**src/rtl/serial_cmp_ctrl_pkg.sv**
```systemverilog
// Shared types and constants for the serial magnitude comparator.
//   state_t    : controller states IDLE / RUN / DONE
//   res_t      : one-hot result {gt, eq, lt}
//   width_ok() : operand width must be even and at least 2
package cmp_pkg;

  typedef enum logic [1:0] {
    IDLE,
    RUN,
    DONE
  } state_t;

  typedef logic [2:0] res_t;

  localparam res_t RES_GT   = 3'b100;
  localparam res_t RES_EQ   = 3'b010;
  localparam res_t RES_LT   = 3'b001;
  localparam res_t RES_NONE = 3'b000;

  function automatic bit width_ok(input int unsigned w);
    return ((w % 2) == 0) && (w >= 2);
  endfunction

endpackage

```
**src/rtl/serial_cmp_ctrl_if.sv**
```systemverilog
// Request/result bundle for serial_cmp_ctrl.
//   start, a, b            : request side (driven by master)
//   busy, done, gt, eq, lt : status and result (driven by slave)
interface serial_cmp_ctrl_if #(
  parameter int unsigned WIDTH = 8
);

  logic             start;
  logic [WIDTH-1:0] a;
  logic [WIDTH-1:0] b;
  logic             busy;
  logic             done;
  logic             gt;
  logic             eq;
  logic             lt;

  modport master (
    output start, a, b,
    input  busy, done, gt, eq, lt
  );

  modport slave (
    input  start, a, b,
    output busy, done, gt, eq, lt
  );

endinterface

```
**src/rtl/serial_cmp_ctrl_cmp2_slice.sv**
```systemverilog
// Combinational 2-bit unsigned magnitude compare.
//   x, y         : 2-bit operands
//   gt / eq / lt : one-hot result of x vs y
module cmp2_slice (
  input  logic [1:0] x,
  input  logic [1:0] y,
  output logic       gt,
  output logic       eq,
  output logic       lt
);

  assign gt = (x > y);
  assign eq = (x == y);
  assign lt = (x < y);

endmodule

```
**src/rtl/serial_cmp_ctrl.sv**
```systemverilog
// Serial WIDTH-bit unsigned comparator, two bits per cycle, MSB first,
// built around one shared cmp2_slice.
//   clk, rst : clock (rising edge), synchronous active-high reset
//   bus      : slave side of serial_cmp_ctrl_if
//              start (sampled in IDLE), a/b (captured on accepted start),
//              busy (RUN or DONE), done (one-cycle strobe), gt/eq/lt (held)
// Build option: define SERIAL_CMP_EARLY_EXIT_EN to leave RUN on the first
// unequal pair; otherwise every compare takes all WIDTH/2 steps.
module serial_cmp_ctrl
  import cmp_pkg::*;
#(
  parameter int unsigned WIDTH = 8
) (
  input logic              clk,
  input logic              rst,
  serial_cmp_ctrl_if.slave bus
);

  localparam int unsigned K  = WIDTH / 2;
  localparam int unsigned CW = $clog2(K + 1);

`ifdef SERIAL_CMP_EARLY_EXIT_EN
  localparam bit EARLY_EXIT = 1'b1;
`else
  localparam bit EARLY_EXIT = 1'b0;
`endif

  generate
    if (!width_ok(WIDTH)) begin : g_bad_width
      $error("serial_cmp_ctrl: WIDTH must be even and >= 2");
    end
  endgenerate

  state_t           state;
  state_t           state_nxt;
  logic [WIDTH-1:0] sh_a;
  logic [WIDTH-1:0] sh_b;
  logic [CW-1:0]    cnt;
  logic             decided;
  logic             dec_gt;
  res_t             res;
  res_t             res_nxt;
  logic             s_gt;
  logic             s_eq;
  logic             s_lt;
  logic             last_step;

  cmp2_slice u_slice (
    .x  (sh_a[WIDTH-1 -: 2]),
    .y  (sh_b[WIDTH-1 -: 2]),
    .gt (s_gt),
    .eq (s_eq),
    .lt (s_lt)
  );

  // A pair already decided stays sticky; otherwise the current slice decides.
  always_comb begin
    res_nxt   = RES_EQ;
    last_step = (cnt == CW'(1)) || (EARLY_EXIT && !s_eq);
    if (decided) begin
      res_nxt = dec_gt ? RES_GT : RES_LT;
    end else if (s_gt) begin
      res_nxt = RES_GT;
    end else if (s_lt) begin
      res_nxt = RES_LT;
    end
  end

  always_comb begin
    state_nxt = state;
    case (state)
      IDLE:    if (bus.start) state_nxt = RUN;
      RUN:     if (last_step) state_nxt = DONE;
      DONE:    state_nxt = IDLE;
      default: state_nxt = IDLE;
    endcase
  end

  always_ff @(posedge clk) begin
    if (rst) begin
      state <= IDLE;
    end else begin
      state <= state_nxt;
    end
  end

  always_ff @(posedge clk) begin
    if (rst) begin
      sh_a    <= '0;
      sh_b    <= '0;
      cnt     <= '0;
      decided <= 1'b0;
      dec_gt  <= 1'b0;
      res     <= RES_NONE;
    end else begin
      case (state)
        IDLE: begin
          if (bus.start) begin
            sh_a    <= bus.a;
            sh_b    <= bus.b;
            cnt     <= CW'(K);
            decided <= 1'b0;
            dec_gt  <= 1'b0;
            res     <= RES_NONE;
          end
        end
        RUN: begin
          sh_a <= sh_a << 2;
          sh_b <= sh_b << 2;
          cnt  <= cnt - CW'(1);
          if (!decided && !s_eq) begin
            decided <= 1'b1;
            dec_gt  <= s_gt;
          end
          // Result becomes visible only on entry to DONE.
          if (last_step) begin
            res <= res_nxt;
          end
        end
        default: ;
      endcase
    end
  end

  assign bus.busy = (state != IDLE);
  assign bus.done = (state == DONE);
  assign bus.gt   = res[2];
  assign bus.eq   = res[1];
  assign bus.lt   = res[0];

endmodule

```
**src/flat_wrapper.sv**
```systemverilog
// flat-port wrapper written by rule: the top's interface ports become plain ports
module serial_cmp_ctrl_flat import cmp_pkg::*;
#(
  parameter int unsigned WIDTH = 8
)
  (clk, rst, bus_start, bus_a, bus_b, bus_busy, bus_done, bus_gt, bus_eq, bus_lt);
  serial_cmp_ctrl_if #(.WIDTH(WIDTH)) bus_i ();
  input logic clk;
  input logic rst;
  input wire logic [$bits(bus_i.start)-1:0] bus_start;
  input wire logic [$bits(bus_i.a)-1:0] bus_a;
  input wire logic [$bits(bus_i.b)-1:0] bus_b;
  output wire logic [$bits(bus_i.busy)-1:0] bus_busy;
  output wire logic [$bits(bus_i.done)-1:0] bus_done;
  output wire logic [$bits(bus_i.gt)-1:0] bus_gt;
  output wire logic [$bits(bus_i.eq)-1:0] bus_eq;
  output wire logic [$bits(bus_i.lt)-1:0] bus_lt;
  assign bus_i.start = bus_start;
  assign bus_i.a = bus_a;
  assign bus_i.b = bus_b;
  assign bus_busy = bus_i.busy;
  assign bus_done = bus_i.done;
  assign bus_gt = bus_i.gt;
  assign bus_eq = bus_i.eq;
  assign bus_lt = bus_i.lt;
  serial_cmp_ctrl #(.WIDTH(WIDTH)) u_core (.clk(clk), .rst(rst), .bus(bus_i));
endmodule
```
**config.mk**
```make
export PLATFORM = sky130hd
export DESIGN_NAME = serial_cmp_ctrl_flat
export DESIGN_NICKNAME = d
export VERILOG_FILES = /design/src/rtl/serial_cmp_ctrl_pkg.sv /design/src/rtl/serial_cmp_ctrl_if.sv /design/src/rtl/serial_cmp_ctrl_cmp2_slice.sv /design/src/rtl/serial_cmp_ctrl.sv /design/src/flat_wrapper.sv
export SDC_FILE = /design/constraint.sdc
export NUM_CORES = 1
export LEC_CHECK = 0
export CELL_PAD_IN_SITES_DETAIL_PLACEMENT = 1
export CELL_PAD_IN_SITES_GLOBAL_PLACEMENT = 1
export CORE_AREA = 2 2 65 67
export DETAILED_ROUTE_END_ITERATION = 8
export DIE_AREA = 0 0 67 69
export PLACE_DENSITY = 0.84
export SETUP_SLACK_MARGIN = 0.4
export SLEW_MARGIN = 0
export SYNTH_ARGS = -nofsm -noshare
export SYNTH_HDL_FRONTEND = slang
export SYNTH_SLANG_ARGS = --single-unit
```
**constraint.sdc**
```tcl
create_clock -name clk -period 1.9 [get_ports clk]
set_input_delay 0.285 -clock clk [delete_from_list [all_inputs] [get_ports clk]]
set_output_delay 0.285 -clock clk [all_outputs]
set_load 0.02 [all_outputs]
```
==> metrics.cfg <==
[sta]
relSlewSlack_pct=73.0
rsz0062_at_grt=yes
tns_ns=0
finClkSkew_ns=0.00308
finalSetupViolations=0
min_period_ns=1.49
drv_slew=0
period_share_pct=78.3
hold_viol=0
tightest_slew_ns=0.404
clock.fmax_ghz=0.672

[yosys]
async_flop_share_pct=0
ys.flop_type=dfxtp_1
synth_nets=184
yosysWarnings=0
synthCells=161
synth_top_area_share_pct=38.7
synth-edff-count=0
synth_seq_cells=26
synth.most_common_cell=dfxtp_1
post_synth.cell_area_avg_um2=8.35
yosysSeqAreaShare_pct=38.7
ys_top_cells_by_count=26 x dfxtp_1, 25 x a21oi_1, 17 x inv_1
synth_top_area_cell=dfxtp_1
yosys-top-cells-area=dfxtp_1 39%, a21oi_1 9.3%, o221a_2 9.2%
synth_cell_types=32
syn-cell-area_mm2=0.00135

[clocking]
tritoncts=built
path_clk_slew_ns=0.10
post_cts_buffers=0
cts_inserted_buffers=3
htreeDepth=1
cts_root_buffer=clkbuf_8
insertion_delay_ns=0.27
cts.sinks=26
cts_buffer_depth=2

[global_routing]
first_global_vias=1376
grt_pass1_wl_um=6240
grt_max_degree=26
track_usage_pct=16.8
grt_remaining_overflow=0
antenna_found_initial=0

[critical_path]
required_ns=2.07
arrival_ns=1.66
cp-start-kind=flip-flop
rrSetupSlack_ns=0.41
r2r_cells=5
path_max_fanout=4
path_cells=inv_1 -> ha_1 -> nand2_2 -> or2_2 -> a32o_1
slowest_stage=ha_1
timing.rr.end=u_core.res[2]$_SDFFE_PP0P_
rr_startpoint=u_core.sh_b[7]$_SDFFE_PP0P_
critPathCaptureType=flip-flop
worst-setup-path-type=flip-flop to flip-flop
cpPeakStageDelay_ns=0.35

[die]
rows=23
die-area_mm2=0.00462
io_pins=24
core_mm2=0.00391
die_w_um=67
die_h_um=69
initial_core_util_pct=34.4

[power]
p_leak_nw=0.701
vdd_ir_drop_max_uv=447
p_per_area_mw_per_mm2=815

[detailed_routing]
drt-initial-drc-count=64
post_drt_wl_per_cell_um=15.8
viasPerCell=5.34
routed-via-count=1249
firstDrtPassIters=4
ant_nets=0
routed_wl_um=3700
drc_errors=0

[hold_path]
hp-class=flip-flop to flip-flop
hold_depth=1
hold_path_startpoint=u_core.res[1]$_SDFFE_PP0P_
min_to=u_core.res[1]$_SDFFE_PP0P_

[final_layout]
fin_nets=208
antenna_cells=0
final_area_mm2=0.00170
area_delta_synth_final_pct=26.7
layout-drive-gt1-share_pct=17.9

[place]
dp_hpwl_um=2660
numPortBuffers=23
placed_cell_area_mm2=0.00164
gp_congestion=0.767

[job]
drv_cap=0

[outcome]
outcome=complete, no violations

-- power by group --
group	internal (W)	switching, W	total, W
Combinational	0.000145	0.000151	0.000296
Clock	0.000282	0.000188	0.000470
Sequential	0.000589	0.0000343	0.000623
-- sequential cells by signal, indices dropped and copies added, names as in the netlist --
name,flops
u_core.decided,1
u_core.dec_gt,1
u_core.sh_b,8
u_core.sh_a,8
u_core.state,2
u_core.cnt,3
u_core.res,3
-- stage by stage --
stage | instances | hold slack (ns) | setup WS, ns | util (%) | power (W)
after floorplan | 161 | 0.449 | 0.556 | - | 0.000817
after global placement | 230 | 0.457 | 0.291 | 41.8 | 0.000900
after detailed placement | 230 | 0.463 | 0.168 | 41.8 | 0.000927
after CTS | 234 | 0.480 | 0.407 | 43.6 | 0.00140
after global routing | 234 | 0.505 | 0.332 | 43.5 | 0.00146
final | 234 | 0.471 | 0.412 | 43.5 | 0.00139
-- cell families after synthesis --
family | after synthesis | share of synthesized area (%)
AOI/OAI and AO/OA | 60 | 32.9
adders and majority gates | 4 | 3.72
buffers and inverters | 29 | 8.93
DFF | 26 | 38.7
and+or+nand+nor | 42 | 15.7
-- routing by layer --
| layer | track usage (%) | up-vias | part of all wire [%] |
|---|---|---|---|
| met5 | 0 | - | 0 |
| met4 | 4.08 | 0 | 1.1 |
| met3 | 2.28 | 4 | 3.0 |
| met2 | 28.8 | 22 | 52 |
| met1 | 21.9 | 600 | 44 |
| li1 | - | 623 | - |
-- worst max-delay path, delay by kind of cell, from the launching register on --
family,cells,cell delay (ns)
AO/OA/AOI/OAI,1,0.24
buffers and inverters,1,0.06
flip-flops,1,0.34
adder cells (fa/ha/maj),1,0.35
AND/OR/NAND/NOR,2,0.39
-- repair_timing --
action                     CTS  global route
hold buffers                 0             0
setup endpoints to repair    5             7
gates resized for setup      8             7
-- final cells by class --
| type | count | area [µm²] |
|---|---|---|
| inverters | 18 | 67.6 |
| flip-flops and latches | 26 | 523 |
| repair buffers | 30 | 269 |
| clock inverters | 1 | 30.0 |
| multi-input cells | 106 | 711 |
| well taps | 50 | 62.6 |
| clock buffers | 3 | 41.3 |
| fillers | 481 | 2210 |
-- worst max-delay path by stage --
stage / startpoint / to / slack (ns) / depth (start not counted)
global route: u_core.sh_b[7]$_SDFFE_PP0P_ / u_core.dec_gt$_SDFFE_PP0P_ / 0.33 / 5
floorplan: u_core.state[1]$_SDFFE_PP0P_ / bus_done / 0.56 / 3
CTS: u_core.sh_b[7]$_SDFFE_PP0P_ / u_core.res[2]$_SDFFE_PP0P_ / 0.41 / 5
finish: u_core.sh_b[7]$_SDFFE_PP0P_ / u_core.res[2]$_SDFFE_PP0P_ / 0.41 / 5
detailed placement: bus_start / u_core.sh_b[0]$_SDFFE_PP0P_ / 0.17 / 5
global placement: bus_start / u_core.sh_b[1]$_SDFFE_PP0P_ / 0.29 / 5
-- layout by cell type (no fill, tap or decap), drive strengths merged --
master         instances
nand2                  7
a221oi                 1
bufinv                 1
nor2b                  6
o22ai                  4
buf                    8
or2                    3
clkbuf                 4
o221a                 12
ha                     4
a311oi                 1
nand3b                 1
o21bai                 1
a41o                   1
a21oi                 25
dlygate4sd2            3
a22oi                  2
o21a                   1
inv                   18
clkdlybuf4s50         18
nor2                  16
a2111oi                1
nor3b                  2
o2bb2ai                1
a2bb2oi                1
dfxtp                 26
o21ai                  2
a32o                   2
or3                    1
o22a                   5
nand2b                 6
(Power assumes the default switching activity.)
